**src/rtl/maq_bcd_if.sv**
```systemverilog
// maq_bcd_if: count-control, load and result bundle for one maq_bcd time field.
// The slave modport is the counter side; the master modport drives ticks and loads.
interface maq_bcd_if #(
  parameter int MSD_W = 3
);
  logic             maqbcd_enable;
  logic             maqbcd_incremento;
  logic             maqbcd_down;
  logic             maqbcd_load;
  logic [3:0]       maqbcd_load_lsd;
  logic [MSD_W-1:0] maqbcd_load_msd;
  logic [3:0]       maqbcd_Lsd;
  logic [MSD_W-1:0] maqbcd_Msd;
  logic             maqbcd_carry;
  logic             maqbcd_borrow;
  logic             maqbcd_tc;
  logic             maqbcd_load_err;

  modport slave (
    input  maqbcd_enable, maqbcd_incremento, maqbcd_down, maqbcd_load,
           maqbcd_load_lsd, maqbcd_load_msd,
    output maqbcd_Lsd, maqbcd_Msd, maqbcd_carry, maqbcd_borrow,
           maqbcd_tc, maqbcd_load_err
  );

  modport master (
    output maqbcd_enable, maqbcd_incremento, maqbcd_down, maqbcd_load,
           maqbcd_load_lsd, maqbcd_load_msd,
    input  maqbcd_Lsd, maqbcd_Msd, maqbcd_carry, maqbcd_borrow,
           maqbcd_tc, maqbcd_load_err
  );
endinterface

```
**src/rtl/maq_bcd.sv**
```systemverilog
// maq_bcd: two-digit BCD modulo-MODULUS up/down counter for one clock field.
// Digits are stepped per digit (no binary conversion), so only valid BCD
// values ever reach the registers. carry/borrow/load_err are one-cycle pulses
// aligned with the digits they describe; tc is the combinational look-ahead
// used for synchronous cascading.
module maq_bcd #(
  parameter int MODULUS = 60,
  parameter int MSD_W   = 3
) (
  input  logic      i_maqbcd_clock,
  input  logic      i_maqbcd_reset,
  maq_bcd_if.slave  io_maqbcd
);

  // Terminal value split into its BCD digits at elaboration time.
  localparam int               MAX_V   = MODULUS - 1;
  localparam logic [3:0]       MAX_LSD = 4'(MAX_V % 10);
  localparam logic [MSD_W-1:0] MAX_MSD = MSD_W'(MAX_V / 10);
  localparam logic [MSD_W-1:0] MSD_ONE = MSD_W'(1'b1);
  localparam logic [MSD_W-1:0] MSD_ZERO = {MSD_W{1'b0}};

  logic [3:0]       r_lsd;
  logic [MSD_W-1:0] r_msd;
  logic             r_carry;
  logic             r_borrow;
  logic             r_load_err;

  logic [3:0]       w_lsd_nxt;
  logic [MSD_W-1:0] w_msd_nxt;
  logic             w_carry_nxt;
  logic             w_borrow_nxt;
  logic             w_load_err_nxt;
  logic             w_at_max;
  logic             w_at_zero;
  logic             w_tick;
  logic             w_load_ok;

  assign w_at_max  = (r_msd == MAX_MSD) && (r_lsd == MAX_LSD);
  assign w_at_zero = (r_msd == MSD_ZERO) && (r_lsd == 4'd0);
  assign w_tick    = io_maqbcd.maqbcd_enable && io_maqbcd.maqbcd_incremento;

  // A load is legal when the units digit is BCD and the two-digit value does
  // not exceed MODULUS-1; compared digit-wise so no multiplier is needed.
  assign w_load_ok = (io_maqbcd.maqbcd_load_lsd <= 4'd9) &&
                     ((io_maqbcd.maqbcd_load_msd < MAX_MSD) ||
                      ((io_maqbcd.maqbcd_load_msd == MAX_MSD) &&
                       (io_maqbcd.maqbcd_load_lsd <= MAX_LSD)));

  // Next-state selection: load beats count, count beats hold; pulses default low.
  always_comb begin
    w_lsd_nxt      = r_lsd;
    w_msd_nxt      = r_msd;
    w_carry_nxt    = 1'b0;
    w_borrow_nxt   = 1'b0;
    w_load_err_nxt = 1'b0;
    if (io_maqbcd.maqbcd_load) begin
      if (w_load_ok) begin
        w_lsd_nxt = io_maqbcd.maqbcd_load_lsd;
        w_msd_nxt = io_maqbcd.maqbcd_load_msd;
      end else begin
        w_load_err_nxt = 1'b1;
      end
    end else if (w_tick) begin
      if (!io_maqbcd.maqbcd_down) begin
        if (w_at_max) begin
          w_lsd_nxt   = 4'd0;
          w_msd_nxt   = MSD_ZERO;
          w_carry_nxt = 1'b1;
        end else if (r_lsd == 4'd9) begin
          w_lsd_nxt = 4'd0;
          w_msd_nxt = r_msd + MSD_ONE;
        end else begin
          w_lsd_nxt = r_lsd + 4'd1;
        end
      end else begin
        if (w_at_zero) begin
          w_lsd_nxt    = MAX_LSD;
          w_msd_nxt    = MAX_MSD;
          w_borrow_nxt = 1'b1;
        end else if (r_lsd == 4'd0) begin
          w_lsd_nxt = 4'd9;
          w_msd_nxt = r_msd - MSD_ONE;
        end else begin
          w_lsd_nxt = r_lsd - 4'd1;
        end
      end
    end else begin
      w_lsd_nxt = r_lsd;
      w_msd_nxt = r_msd;
    end
  end

  // State and pulse registers; asynchronous clear to 00 with pulses low.
  always_ff @(posedge i_maqbcd_clock or negedge i_maqbcd_reset) begin
    if (!i_maqbcd_reset) begin
      r_lsd      <= 4'd0;
      r_msd      <= MSD_ZERO;
      r_carry    <= 1'b0;
      r_borrow   <= 1'b0;
      r_load_err <= 1'b0;
    end else begin
      r_lsd      <= w_lsd_nxt;
      r_msd      <= w_msd_nxt;
      r_carry    <= w_carry_nxt;
      r_borrow   <= w_borrow_nxt;
      r_load_err <= w_load_err_nxt;
    end
  end

  assign io_maqbcd.maqbcd_Lsd      = r_lsd;
  assign io_maqbcd.maqbcd_Msd      = r_msd;
  assign io_maqbcd.maqbcd_carry    = r_carry;
  assign io_maqbcd.maqbcd_borrow   = r_borrow;
  assign io_maqbcd.maqbcd_load_err = r_load_err;
  // Terminal count looks at the wrap point for the currently selected direction.
  assign io_maqbcd.maqbcd_tc       = io_maqbcd.maqbcd_down ? w_at_zero : w_at_max;

endmodule
```
**src/flat_wrapper.sv**
```systemverilog
// flat-port wrapper written by rule: the top's interface ports become plain ports
module maq_bcd_flat 
#(
  parameter int MODULUS = 60,
  parameter int MSD_W   = 3
)
  (i_maqbcd_clock, i_maqbcd_reset, io_maqbcd_maqbcd_enable, io_maqbcd_maqbcd_incremento, io_maqbcd_maqbcd_down, io_maqbcd_maqbcd_load, io_maqbcd_maqbcd_load_lsd, io_maqbcd_maqbcd_load_msd, io_maqbcd_maqbcd_Lsd, io_maqbcd_maqbcd_Msd, io_maqbcd_maqbcd_carry, io_maqbcd_maqbcd_borrow, io_maqbcd_maqbcd_tc, io_maqbcd_maqbcd_load_err);
  maq_bcd_if #(.MSD_W(MSD_W)) io_maqbcd_i ();
  input  logic i_maqbcd_clock;
  input  logic i_maqbcd_reset;
  input wire logic [$bits(io_maqbcd_i.maqbcd_enable)-1:0] io_maqbcd_maqbcd_enable;
  input wire logic [$bits(io_maqbcd_i.maqbcd_incremento)-1:0] io_maqbcd_maqbcd_incremento;
  input wire logic [$bits(io_maqbcd_i.maqbcd_down)-1:0] io_maqbcd_maqbcd_down;
  input wire logic [$bits(io_maqbcd_i.maqbcd_load)-1:0] io_maqbcd_maqbcd_load;
  input wire logic [$bits(io_maqbcd_i.maqbcd_load_lsd)-1:0] io_maqbcd_maqbcd_load_lsd;
  input wire logic [$bits(io_maqbcd_i.maqbcd_load_msd)-1:0] io_maqbcd_maqbcd_load_msd;
  output wire logic [$bits(io_maqbcd_i.maqbcd_Lsd)-1:0] io_maqbcd_maqbcd_Lsd;
  output wire logic [$bits(io_maqbcd_i.maqbcd_Msd)-1:0] io_maqbcd_maqbcd_Msd;
  output wire logic [$bits(io_maqbcd_i.maqbcd_carry)-1:0] io_maqbcd_maqbcd_carry;
  output wire logic [$bits(io_maqbcd_i.maqbcd_borrow)-1:0] io_maqbcd_maqbcd_borrow;
  output wire logic [$bits(io_maqbcd_i.maqbcd_tc)-1:0] io_maqbcd_maqbcd_tc;
  output wire logic [$bits(io_maqbcd_i.maqbcd_load_err)-1:0] io_maqbcd_maqbcd_load_err;
  assign io_maqbcd_i.maqbcd_enable = io_maqbcd_maqbcd_enable;
  assign io_maqbcd_i.maqbcd_incremento = io_maqbcd_maqbcd_incremento;
  assign io_maqbcd_i.maqbcd_down = io_maqbcd_maqbcd_down;
  assign io_maqbcd_i.maqbcd_load = io_maqbcd_maqbcd_load;
  assign io_maqbcd_i.maqbcd_load_lsd = io_maqbcd_maqbcd_load_lsd;
  assign io_maqbcd_i.maqbcd_load_msd = io_maqbcd_maqbcd_load_msd;
  assign io_maqbcd_maqbcd_Lsd = io_maqbcd_i.maqbcd_Lsd;
  assign io_maqbcd_maqbcd_Msd = io_maqbcd_i.maqbcd_Msd;
  assign io_maqbcd_maqbcd_carry = io_maqbcd_i.maqbcd_carry;
  assign io_maqbcd_maqbcd_borrow = io_maqbcd_i.maqbcd_borrow;
  assign io_maqbcd_maqbcd_tc = io_maqbcd_i.maqbcd_tc;
  assign io_maqbcd_maqbcd_load_err = io_maqbcd_i.maqbcd_load_err;
  maq_bcd #(.MODULUS(MODULUS), .MSD_W(MSD_W)) u_core (.i_maqbcd_clock(i_maqbcd_clock), .i_maqbcd_reset(i_maqbcd_reset), .io_maqbcd(io_maqbcd_i));
endmodule
```
**config.mk**
```make
export PLATFORM = sky130hd
export DESIGN_NAME = maq_bcd_flat
export DESIGN_NICKNAME = d
export VERILOG_FILES = /design/src/rtl/maq_bcd_if.sv /design/src/rtl/maq_bcd.sv /design/src/flat_wrapper.sv
export SDC_FILE = /design/constraint.sdc
export NUM_CORES = 1
export LEC_CHECK = 0
export CAP_MARGIN = 20
export CORE_MARGIN = 8
export CORE_UTILIZATION = 51
export DETAILED_ROUTE_END_ITERATION = 12
export PLACE_DENSITY = 0.84
export SLEW_MARGIN = 20
export SYNTH_ARGS = -nofsm -noshare
export SYNTH_HDL_FRONTEND = slang
export SYNTH_SLANG_ARGS = --single-unit
```
**constraint.sdc**
```tcl
create_clock -name i_maqbcd_clock -period 5.41 [get_ports i_maqbcd_clock]
set_input_delay 0.8115 -clock i_maqbcd_clock [delete_from_list [all_inputs] [get_ports i_maqbcd_clock]]
set_output_delay 0.8115 -clock i_maqbcd_clock [all_outputs]
set_load 0.01 [all_outputs]
```
==> impl_metrics.csv <==
group,metric,value,unit
setup_path,cp_slowest_stage_delay,0.68,ns
synthesis,synth-edff-count,0,
synthesis,synth_common_cells,"sky130_fd_sc_hd__dfrtp_1 (10), sky130_fd_sc_hd__ha_1 (8), sky130_fd_sc_hd__inv_1 (7)",
detailed_routing,met3RoutedLength,94,um
setup_path,cp.buffers_inverters,3,
grt,grt_usage,0.1438,
sta,slew_headroom,0.6760,
sta,finalHoldViolations,0,
synthesis,synth.lib_cells_used.distinct,45,
detailed_routing,wire_per_inst,16.35,um
sta,setup-tns-final,0,ns
synthesis,post-synth-top-area-cell,"sky130_fd_sc_hd__dfrtp_1",
grt,antenna_found_initial,0,
placement,gp_routability_congestion,0.8430,
outcome,status,"complete, no violations",
detailed_routing,routedLengthMet1,1016,um
detailed_routing,drt_first_pass_iters,4,
grt,largest_net_degree_at_the_start_of_global_routing,13,
setup_path,timing.critical_path.arrival,2.75,ns
setup_path,startpoint_type,"input port",
die,die-height,57.47,um
power,design_power_total,0.0003489,W
clocking,cts_resized,0,
synthesis,syn_nets,116,
sta,report.final.setup_viol,0,
setup_path,worst_path_dominant_cell_family,"buffers and inverters",
synthesis,synthArstFlopShare,1.000,
sta,timing.fmax,0.2811,GHz
setup_path,timing.critical_path.to_type,"primary output",
grt,grt_pass1_wl,3843,um
die,floorplan_die_area,0.003303,mm^2
detailed_routing,routed_wl,2207,um
setup_path,slowest_stage,"sky130_fd_sc_hd__clkdlybuf4s50_1",
layout,area.growth.synth_to_final,28.96,%
detailed_routing,detail_route.iter0.violations,35,
clocking,clockRootBuffer,"sky130_fd_sc_hd__clkbuf_4",
die,fp.coreArea,0.001670,mm^2
placement,port-buffer-count,23,
layout,final_layout_size_suffix_gt1_frac,0.07627,
detailed_routing,vias,864,
die,ioPinCount,24,
detailed_routing,drc_violation_count_after_routing,0,
clocking,clock_sinks,10,
detailed_routing,dr_wl_met2,1024,um
clocking,clk_transition_reported_paths,0.07,ns
sta,finClkSkew,0.001762,ns
flow_run,max_cap_violations,0,
sta,fin_crit,3.558,ns
sta,final.period_utilization,0.6576,
detailed_routing,drtAntennaViolNets,0,
clocking,clockBufferDepth,2,
placement,detailedPlacementHpwl,1729,um
die,fp.dieW,57.47,um
power,ir_worst_vdd,0.0002232,V
hold_path,hp-class,"reg2reg",
clocking,clock_tree_from_tritoncts,"yes",
synthesis,synthesis.area,877.1,um^2
setup_path,max_fanout_on_critical_path,12,
clocking,post_cts_hold_buffer_count,0,
clocking,clock_tree.htree_level_count,1,
synthesis,ys_ff_latch,10,
sta,unrepaired_setup_endpoints_after_global_routing,"false",
synthesis,yosys.area.top_type_share,0.2853,
sta,final-max-slew-violation-count,0,
setup_path,crit_path_frequent_cell,"sky130_fd_sc_hd__clkdlybuf4s50_1",
synthesis,synthMostInstantiatedCell,"sky130_fd_sc_hd__dfrtp_1",
setup_path,timing_worst_setup_path_type,"in2out",
die,floorplan.initialDensity,0.5251,
power,cellPowerDensity,308.5,mW/mm^2
synthesis,avg_synthesized_cell_area,9.233,um^2
synthesis,ys_dominant_reg_cell,"sky130_fd_sc_hd__dfrtp_1",
clocking,post_cts.repair.setup_buffers,0,
clocking,numCtsBuffers,3,
synthesis,synthesis.instances,95,
power,p_leak,0.4927,nW
grt,vias_in_the_first_global_route,878,
synthesis,netlist_top_cells_area,"sky130_fd_sc_hd__dfrtp_1 (29%), sky130_fd_sc_hd__ha_1 (11%), sky130_fd_sc_hd__inv_1 (3.0%)",
synthesis,yosysSeqAreaShare,0.2853,
setup_path,worstPathRequired,4.60,ns
detailed_routing,maxUsedRoutingLayer,"met4",
synthesis,synth_warnings,0,
layout,insertedDiodeCount,0,
die,row_count,15,
sta,tightestPinTransition,0.4810,ns
layout,nNetsFinal,141,
sta,fin_worst_hold_slack,0.5769,ns
setup_path,crit_path_cell_trace,"clkdlybuf4s50_1 -> inv_1 -> or3_1 -> nand2_1 -> clkdlybuf4s50_1",
clocking,clk_latency,0.27,ns
grt,gr-total-overflow,0,
detailed_routing,viasPerCell,6.400,
registers in the layout (all words and copies together) (netlist names):
name,count
u_core.io_maqbcd.maqbcd_load_err,1
u_core.io_maqbcd.maqbcd_borrow,1
u_core.io_maqbcd.maqbcd_Msd,3
u_core.io_maqbcd.maqbcd_Lsd,4
u_core.io_maqbcd.maqbcd_carry,1
layer usage:
layer  up-vias  global-route usage
met5         -                   0
met4         0              0.1071
met3         7             0.01121
met2        42              0.2251
met1       408              0.1784
li1        407                   -
per-stage QoR:
stage	instances	utilization	worst slack [ns]	cell area, um^2
5_1_grt	135	0.6772	1.736	1131
2_1_floorplan	95	-	3.121	877.1
6_report	135	0.6772	1.852	1131
4_1_cts	135	0.6772	1.855	1131
3_3_place_gp	132	0.6637	1.928	1109
3_5_place_dp	132	0.6637	1.873	1109
final cells by class:
cell class                 count  area [um^2]
clock buffer                   3        22.52
timing repair buffer          23        230.2
multi-input combinational     75        580.6
inverter                       7        26.28
tap                           17        21.27
fill                         131        539.3
sequential                    10        250.2
worst paths after layout:
check | startpoint | to | slack, ns | depth (start not counted)
setup / recovery | io_maqbcd_maqbcd_down | io_maqbcd_maqbcd_tc | 1.85 | 5
hold / removal | u_core.io_maqbcd.maqbcd_Msd[1] | u_core.io_maqbcd.maqbcd_Msd[1] | 0.58 | 1
setup reg to reg | u_core.io_maqbcd.maqbcd_Lsd[1] | u_core.io_maqbcd.maqbcd_Msd[0] | 3.44 | 6
hold reg to reg | u_core.io_maqbcd.maqbcd_Msd[1] | u_core.io_maqbcd.maqbcd_Msd[1] | 0.58 | 1
max in group asynchronous | i_maqbcd_reset | u_core.io_maqbcd.maqbcd_Lsd[0] | 4.23 | 1
min in group asynchronous | i_maqbcd_reset | u_core.io_maqbcd.maqbcd_carry | 0.86 | 1
power breakdown:
part | leakage [nW] | internal [W] | switching [W]
clock | 0.0138 | 0.0000258 | 0.0000271
sequential | 0.125 | 0.0000915 | 0.0000338
combinational | 0.354 | 0.0000925 | 0.0000782
total | 0.493 | 0.000210 | 0.000139
cell families (layout without fill, tap and decap cells):
logic type | Yosys count | in the layout | share of synthesized area
buffers and inverters | 10 | 33 | 0.05278
adders and majority gates | 8 | 8 | 0.1141
AOI/OAI and AO/OA | 36 | 36 | 0.2953
DFF | 10 | 10 | 0.2853
muxes | 3 | 3 | 0.04279
and+or+nand+nor | 28 | 28 | 0.2097
layout by cell type, fill, tap and decap left out, types with 2 or more instances in the layout:
master / count
sky130_fd_sc_hd__a21boi_0: 3
sky130_fd_sc_hd__a21o_1: 3
sky130_fd_sc_hd__a21oi_1: 4
sky130_fd_sc_hd__a31oi_1: 4
sky130_fd_sc_hd__and2_1: 4
sky130_fd_sc_hd__clkbuf_4: 3
sky130_fd_sc_hd__clkdlybuf4s50_1: 23
sky130_fd_sc_hd__dfrtp_1: 10
sky130_fd_sc_hd__ha_1: 8
sky130_fd_sc_hd__inv_1: 7
sky130_fd_sc_hd__mux2_2: 2
sky130_fd_sc_hd__nand2_1: 5
sky130_fd_sc_hd__nand2b_1: 2
sky130_fd_sc_hd__nor2_1: 5
sky130_fd_sc_hd__o21ai_0: 5
sky130_fd_sc_hd__o31ai_1: 2
Note: power is estimated with default switching activity, not from simulation.
